===== config.mk =====
export PLATFORM = sky130hd
export DESIGN_NAME = alu_result_collector
export DESIGN_NICKNAME = d
export VERILOG_FILES = /design/src/rtl/alu_result_collector.sv
export SDC_FILE = /design/constraint.sdc
export NUM_CORES = 1
export LEC_CHECK = 0
export ABC_AREA = 1
export CORE_MARGIN = 2
export CORE_UTILIZATION = 50
export CTS_CLUSTER_DIAMETER = 30
export CTS_CLUSTER_SIZE = 25
export DETAILED_ROUTE_END_ITERATION = 12
export GPL_ROUTABILITY_DRIVEN = 0
export HOLD_SLACK_MARGIN = 0.02
export PLACE_DENSITY = 0.79
export SYNTH_ARGS = -nofsm -noshare
export SYNTH_HDL_FRONTEND = slang
export SYNTH_SLANG_ARGS = --single-unit
export TNS_END_PERCENT = 1

===== constraint.sdc =====
create_clock -name i_clk -period 8.1 [get_ports i_clk]
set_clock_uncertainty 0.2 [all_clocks]
set_input_delay 1.62 -clock i_clk [delete_from_list [all_inputs] [get_ports i_clk]]
set_output_delay 1.62 -clock i_clk [all_outputs]
set_load 0.005 [all_outputs]

===== src/rtl/alu_result_collector.sv =====
// alu_result_collector: snapshots the masked, valid ALU slot results on capture and
// drains them lowest-slot-first as write-back words, one per accepted cycle.
module alu_result_collector #(
  parameter int N_TREE = 2,
  parameter int N_ALU_PER_TREE = 7,
  parameter int WORD_W = 32,
  localparam int N_SLOT = N_TREE * N_ALU_PER_TREE,
  localparam int SLOT_W = (N_SLOT > 1) ? $clog2(N_SLOT) : 1
) (
  input  logic                     i_clk,
  input  logic                     i_rst_n,
  input  logic                     i_en,
  input  logic                     i_cap_vld,
  output logic                     o_cap_rdy,
  input  logic [N_SLOT-1:0]        i_cap_mask,
  input  logic [N_SLOT-1:0]        i_res_vld,
  input  logic [N_SLOT*WORD_W-1:0] i_res_data,
  output logic                     o_wb_vld,
  input  logic                     i_wb_rdy,
  output logic [SLOT_W-1:0]        o_wb_slot,
  output logic [WORD_W-1:0]        o_wb_data,
  output logic                     o_busy,
  output logic                     o_drop_err
);
  typedef enum logic {IDLE, DRAIN} state_t;
  state_t r_state, w_state_nxt;
  logic [N_SLOT-1:0] r_pending, w_pending_nxt, w_new, w_low;
  logic [N_SLOT-1:0][WORD_W-1:0] r_snap;
  logic r_drop_err;
  logic [SLOT_W-1:0] w_slot;
  logic w_one, w_cap, w_acc;

  assign w_new = i_cap_mask & i_res_vld;
  assign w_low = r_pending & (~r_pending + N_SLOT'(1));
  // Exactly one bit left (pending is never zero while draining).
  assign w_one = (r_pending & (r_pending - N_SLOT'(1))) == '0;
  assign o_cap_rdy = i_en & ((r_state == IDLE) | ((r_state == DRAIN) & w_one & i_wb_rdy));
  assign o_wb_vld = (r_state == DRAIN) & i_en;
  assign w_cap = i_cap_vld & o_cap_rdy;
  assign w_acc = o_wb_vld & i_wb_rdy;
  assign o_wb_slot = w_slot;
  assign o_wb_data = r_snap[w_slot];
  assign o_busy = r_state == DRAIN;
  assign o_drop_err = r_drop_err;

  always_comb begin
    w_slot = '0;
    for (int i = N_SLOT - 1; i >= 0; i--)
      if (r_pending[i]) w_slot = SLOT_W'(i);
  end

  always_comb begin
    w_pending_nxt = w_cap ? w_new : w_acc ? (r_pending & ~w_low) : r_pending;
    w_state_nxt = w_cap ? ((|w_new) ? DRAIN : IDLE) : (w_acc & w_one) ? IDLE : r_state;
  end

  always_ff @(posedge i_clk or negedge i_rst_n) begin
    if (!i_rst_n) begin
      r_state <= IDLE;
      r_pending <= '0;
      r_drop_err <= 1'b0;
    end else begin
      r_state <= w_state_nxt;
      r_pending <= w_pending_nxt;
      r_drop_err <= r_drop_err | (w_cap & |(i_cap_mask & ~i_res_vld));
    end
  end

  always_ff @(posedge i_clk or negedge i_rst_n) begin
    if (!i_rst_n) r_snap <= '0;
    else
      for (int i = 0; i < N_SLOT; i++)
        if (w_cap & w_new[i]) r_snap[i] <= i_res_data[i*WORD_W +: WORD_W];
  end
endmodule


; ---- After elaboration in Yosys (flattened, before gate mapping)
; Cells that the tools add are included.
[word_totals]
regBits = 464
wordCells = 79
input_bits = 481
[op_classes]
n_lt_le_gt_ge = 1
muxes = 21
addsub = 2
bitwise_logic = 33
n_reduce_logical = 5
[ops]
columns = cell, count
row1 = $bmux W32 S4, 1
row2 = $and A14 B14 Y14, 5
row3 = $mux W4, 14
row4 = $not A14 Y14, 3
row5 = $mux W32, 1
row6 = $mux W14, 2
row7 = $reduce_or A14 Y1, 2
row8 = $and A1 B1 Y1, 22
row9 = $add A14 B1 Y14 const B, 1
row10 = $logic_not A14 Y1, 1
row11 = $sub A14 B1 Y14 const B, 1
row12 = $lt A4 B5 Y1 const B, 1
row13 = $reduce_bool A2 Y1, 2
row14 = $mux W1, 3
row15 = $or A1 B1 Y1, 2
row16 = $not A1 Y1, 1

; ---- Logic depth before layout (Yosys ltp)
; Gate-level depths: netlist of the first run.
[logic_depth]
ltp_word = 16
mapped_depth = 24
ltp_nobuf = 21

; ---- Worst setup path after synthesis of the first run
; No wires, ideal clock.
[synth_path]
path_type = reg2out
start = register r_pending[12]
end = output port o_wb_data[15]
required_ns = 6.280
path_slack_ns = 4.199
path_stages_with_launch = 23
n_path_buf = 2
arrival_ns = 2.081
path_cell_list = dfrtp_1 > inv_1 > nand2_1 > nand2_1 > nand2_1 > nand2_1 > nand2_1 > nand2_1 > nand2_1 > nand2_1 > nand2_1 > nand2_1 > nand2_1 > nand2_1 > clkbuf_1 > clkbuf_1 > nand3_1 > nand3_1 > nand2_1 > nor2_1 > nand2_1 > nand2_1 > inv_1
[synth_between]
elab_chain_len = 15
[synth_lines]
columns = item, line_no
row1 = start: declaration, 27  ; logic [N_SLOT-1:0] r_pending, w_pending_nxt, w_new, w_low;
row2 = start signal: assignment, 64  ; r_pending <= w_pending_nxt;
row3 = $mux W4 (13 in series), 49  ; if (r_pending[i]) w_slot = SLOT_W'(i);
row4 = $bmux W32 S4, 42  ; assign o_wb_data = r_snap[w_slot];
row5 = $mux W32 (implied by the code), 42
row6 = end: declaration, 21  ; output logic [WORD_W-1:0] o_wb_data,
; No other way between the ends. The select of a mux whose other input is x is not followed.

; ---- Final worst setup path of the first run
[layout_path]
start = register r_pending[12]
end = output port o_wb_data[18]
; Same word-level chain as after synthesis.

==> impl_metrics.ini, run 1 <==
[detailed_routing]
final_antenna_net_count = 0
drc = 0
drt-initial-drc-count = 3377
avgViaCountPerCell = 5.45
routedWlPerCell_um = 20.4
firstDrtPassIters = 7
wl_um = 89600
vias = 24000

[grt]
gr-total-overflow = 0
grt.total_usage_pct = 36.9
grt_pass1_wl_um = 134000
grt_max_degree = 191
antenna_found_initial = 16
grt_pass1_vias = 23300

[logic_synthesis]
ys_warn_count = 0
ys_seq_elements = 464
syn_area_per_cell_um2 = 7.24
ys_seq_area_share_pct = 49.7
syn_area_um2 = 23400
ys_types = 30
synth_nets = 3711
synthCells = 3230

[floorplan]
die_y_um = 220
io_pins = 521
start_util_pct = 50.4
core-area_um2 = 46400
die_area_um2 = 48500
die_w_um = 220
row_count = 79

[timing]
rsz0062_at_grt = false
finalSetupViolations = 0
tightest_slew_ns = 1.29
finalHoldViolations = 0
final.min_clock_period_ns = 6.69
fin_crit_sh_pct = 82.6
slew-limit-headroom_pct = 13.5
slew_viol_final = 0
finalSetupTns_ns = 0
max_freq_mhz = 149
setup_ws_ns = 1.41

[critical_path]
cp.required_ns = 6.28
crit_type = register to primary output
worstPathArrival_ns = 4.87
slowest_delay_ns = 0.80
start_kind = register
crit_slowest_cell = inv_2
crit_path_end_kind = primary output
critical-path-top-delay-family = simple AND/OR/NAND/NOR gates
crit_path_cell_trace = inv_1 > nand2_1 > nand2_1 > nand2_1 > nand2_1 > nand2_1 > nand2_1 > nand2_1 > nand2_1 > nand2_1 > nand2_1 > nand2_1 > nand2_4 > nand2_4 > inv_2 > nor2_1 > nor2_1 > nor2_1 > a21oi_1 > clkdlybuf4s50_1
crit_fanout = 70
path_buf_inv = 3
cp_common_cell = nand2_1

[clock_network]
cts_made_buffers = 105
cts_tree = done
clock_sink_count = 464
clockRootBuffer = clkbuf_16
cts_resized = 0
post_cts_buffers = 0
clk_latency_ns = 0.63
path_clk_slew_ns = 0.05
cts_hold_buf = 0
htreeDepth = 3
cts_buffer_depth = 3

[worst_hold_path]
hold_path_class = register to register

[finish]
drive_above_1_share_pct = 6.38
most-common-layout-cells = nand2_1, clkdlybuf4s50_1, dfrtp_1
final_common_cell = nand2_1
nNetsFinal = 4171
syn_to_final_growth_pct = 38.7

[place]
port_buffers = 520
pre_cts_ws_ns = 2.26
dp_hpwl_um = 61800

[pwr]
power_density_nw_per_um2 = 379
peakVddDrop_v = 0.000243
p_leak_uw = 0.0158

[status]
outcome = completed

[run]
maxCapViolations = 0
-- synth_stat cells (all sizes together) --
| master | number | share of area (%) |
|---|---|---|
| a21oi | 16 | 0.34 |
| a31o | 1 | 0.037 |
| nor4 | 2 | 0.054 |
| nor3 | 2 | 0.043 |
| o211ai | 8 | 0.26 |
| nand2 | 1144 | 18 |
| a2111oi | 1 | 0.037 |
| buf | 93 | 2.3 |
| a21boi | 1 | 0.032 |
| nor2 | 171 | 3.2 |
| dfrtp | 464 | 50 |
| clkinv | 1 | 0.016 |
| inv | 439 | 7.1 |
| a221oi | 2 | 0.075 |
| o21ai | 408 | 8.7 |
| nand4 | 4 | 0.11 |
| clkbuf | 99 | 1.6 |
| o22ai | 5 | 0.13 |
| nand3 | 369 | 8.0 |
-- per-layer routing --
metal	vias up	track usage (%)	share of wire [%]
met1	11200	49.1	39
met4	4	21.9	5.9
met5	-	0	0.032
met2	1543	55.7	45
li1	11000	-	-
met3	273	8.00	11
-- kinds of logic after synthesis --
kind of cell,after synthesis,share of synthesized area (%)
DFF,464,49.7
AOI/OAI and AO/OA,442,9.65
buffers and inverters,632,10.9
and+or+nand+nor,1692,29.7
-- worst paths after layout --
| path | start | endpoint | slack [ns] | cells past startpoint |
|---|---|---|---|---|
| worst max-delay path | r_pending[12] | o_wb_data[18] | 1.41 | 20 |
| worst min-delay path | o_drop_err | o_drop_err | 0.26 | 1 |
| worst max register to register | r_pending[0] | r_snap[50] | 3.70 | 13 |
| worst min register to register | o_drop_err | o_drop_err | 0.26 | 1 |
| max in group asynchronous | i_rst_n | r_snap[417] | 5.24 | 2 |
| min in group asynchronous | i_rst_n | r_snap[344] | 0.86 | 1 |
-- state kept, by name, summed over array words and instances (netlist names) --
name,count
o_busy,1
o_drop_err,1
r_pending,14
r_snap,448
-- metrics by stage --
| stage | total power [uW] | utilization (%) | cells | hold slack [ns] | area, um2 |
|---|---|---|---|---|---|
| floorplan | 5960 | - | 3230 | 0.237 | 23400 |
| global placement | 7700 | 62.0 | 4190 | 0.249 | 28700 |
| detailed placement | 7780 | 62.0 | 4190 | 0.254 | 28700 |
| CTS | 12200 | 69.9 | 4384 | 0.264 | 32400 |
| global route | 12900 | 69.9 | 4397 | 0.270 | 32400 |
| finish | 12300 | 69.9 | 4397 | 0.262 | 32400 |
-- cell type report --
cell class / count / area (um2)
Antenna cell: 13 / 32.5
Tap cell: 607 / 759
Fill cell: 3703 / 13900
Timing Repair Buffer: 545 / 5420
Clock inverter: 55 / 706
Clock buffer: 139 / 2960
Sequential cell: 464 / 11600
Inverter: 440 / 1660
Multi-Input combinational cell: 2134 / 9280
-- where the power goes --
group / total (uW) / switching (uW) / internal, uW
Sequential: 3570 / 319 / 3250
Clock: 4330 / 1370 / 2960
Combinational: 4380 / 2860 / 1510
Total: 12300 / 4550 / 7730
Note: power is estimated with default switching activity, not from simulation.
==> inputs of run 2 (changes only) <==
==> constraint.sdc (replaced) <==
create_clock -name i_clk -period 6.5 [get_ports i_clk]
set_clock_uncertainty 0.2 [all_clocks]
set_input_delay 1.3 -clock i_clk [delete_from_list [all_inputs] [get_ports i_clk]]
set_output_delay 1.3 -clock i_clk [all_outputs]
set_load 0.005 [all_outputs]
==> run 2 against run 1 <==
Net effect: clock-buffer cell count decreased by 5; largest power group is now the clock network; utilization grew 0.48 points; non-clock buffer count increased by 4; register-to-register slack worse by 1.6 ns; clock power is 30% higher; sequential share of layout area decreased by 0.25 points.
==> impl_metrics.ini, run 2 (synthesis gave the netlist of run 1 again) <==
[status]
outcome = completed

[floorplan]
die_area_um2 = 48500
die_w_um = 220
io_pins = 521
start_util_pct = 50.4
die_y_um = 220
core-area_um2 = 46400
row_count = 79

[finish]
top_regs = r_snap (448), r_pending (14)
postLayoutCoreUtil_pct = 70.4
most-common-layout-cells = nand2_1, clkdlybuf4s50_1, dfrtp_1
syn_to_final_growth_pct = 39.7
fillers = 3588
nNetsFinal = 4176
stdcell_count = 4409
final_common_cell = nand2_1
largest_register = r_snap
drive_above_1_share_pct = 6.71
largest_register_ffs = 448
design_area_um2 = 32600

[critical_path]
crit_path_end_kind = primary output
start_kind = register
crit_type = register to primary output
crit_fanout = 27
slowest_delay_ns = 0.77
cp.required_ns = 5.00
crit_start = r_pending[8]
timing.rr.end = r_snap[167]
worstPathArrival_ns = 4.30
crit_end = o_wb_data[17]
reg2reg_slack_ns = 2.10
reg2reg_from = r_pending[0]
cp_common_cell = nand2_1
worst-r2r-cell-count = 16
crit_slowest_cell = clkinv_1
crit_path_cell_trace = nor2_1 > inv_1 > o21ai_0 > nand2_1 > nand2_1 > nand2_4 > nand2_1 > clkinv_1 > buf_4 > nand2_1 > nor2_1 > nor2_1 > nand2_1 > nand2_1 > inv_1 > clkdlybuf4s50_1

[pwr]
p_leak_uw = 0.0159
power_uw = 15600
peakVddDrop_v = 0.000471
power_density_nw_per_um2 = 477

[timing]
slew-limit-headroom_pct = 23.6
rsz0062_at_grt = false
finalSetupViolations = 0
fin_crit_sh_pct = 89.3
max_freq_mhz = 172
tightest_slew_ns = 1.14
final.min_clock_period_ns = 5.80
finalSetupTns_ns = 0
finalHoldViolations = 0
slew_viol_final = 0

[clock_network]
cts_tree = done
post_cts_buffers = 0
clk_latency_ns = 0.63
cts_hold_buf = 0
htreeDepth = 3
path_clk_slew_ns = 0.04
cts_made_buffers = 106
cts_buffer_depth = 3
cts_resized = 0
clockRootBuffer = clkbuf_16
clock_sink_count = 464

[run]
maxCapViolations = 0

[detailed_routing]
avgViaCountPerCell = 5.48
wl_um = 91000
firstDrtPassIters = 8
drc = 0
vias = 24200
final_antenna_net_count = 0
routedWlPerCell_um = 20.6
drt-initial-drc-count = 3051

[grt]
grt_pass1_wl_um = 135000
grt_max_degree = 191
grt_pass1_vias = 23400
grt.total_usage_pct = 37.3
antenna_found_initial = 17
gr-total-overflow = 0

[worst_hold_path]
hold_path_class = register to register

[place]
place_area_um2 = 28800
placed_cells = 4194
dp_hpwl_um = 62300
port_buffers = 520
run 2: metrics by stage:
step,setup slack (ns),hold WS (ns)
3_3_place_gp,1.42,0.250
3_5_place_dp,1.37,0.254
5_1_grt,0.274,0.281
6_report,0.695,0.266
2_1_floorplan,2.92,0.237
4_1_cts,0.683,0.265
run 2: worst min path at each step:
stage	from	end	cells past startpoint
final	r_snap[429]	r_snap[429]	2
after global routing	r_snap[447]	r_snap[447]	2
after CTS	r_snap[429]	r_snap[429]	2
after detailed placement	r_snap[429]	r_snap[429]	2
after global placement	r_snap[442]	r_snap[442]	2
after floorplan	r_snap[420]	r_snap[420]	2
run 2: layer usage:
layer | global-route usage [%] | wire (um) | part of all wire [%] | vias to the layer above
met4 | 19.7 | 5190 | 5.7 | 4
li1 | - | - | - | 11000
met1 | 47.9 | 35000 | 38 | 11500
met3 | 9.86 | 9710 | 11 | 266
met2 | 58.1 | 41100 | 45 | 1428
met5 | 0 | 27 | 0.030 | -
run 2: power breakdown:
part           total, uW  internal [uW]  switching, uW  leakage, uW
registers           4450           4050            397      0.00546
clock network       5620           3870           1750      0.00185
logic               5500           1900           3600      0.00861
total              15600           9820           5750       0.0159
run 2: cell type report:
cell class	count	area (um2)	share of cell area, %
Multi-Input combinational cell	2134	9280	28.4
Clock inverter	65	848	2.60
Clock buffer	134	2950	9.04
Timing Repair Buffer	549	5500	16.9
Sequential cell	464	11600	35.6
Antenna cell	16	40.0	0.123
Tap cell	607	759	2.33
Inverter	440	1660	5.07
run 2: critical path, delay by kind of cell (launching register included):
kind                   cells  cell delay (ns)
flip-flops                 1             0.40
AO/OA/AOI/OAI              1             0.15
AND/OR/NAND/NOR           10             1.29
buffers and inverters      5             1.83
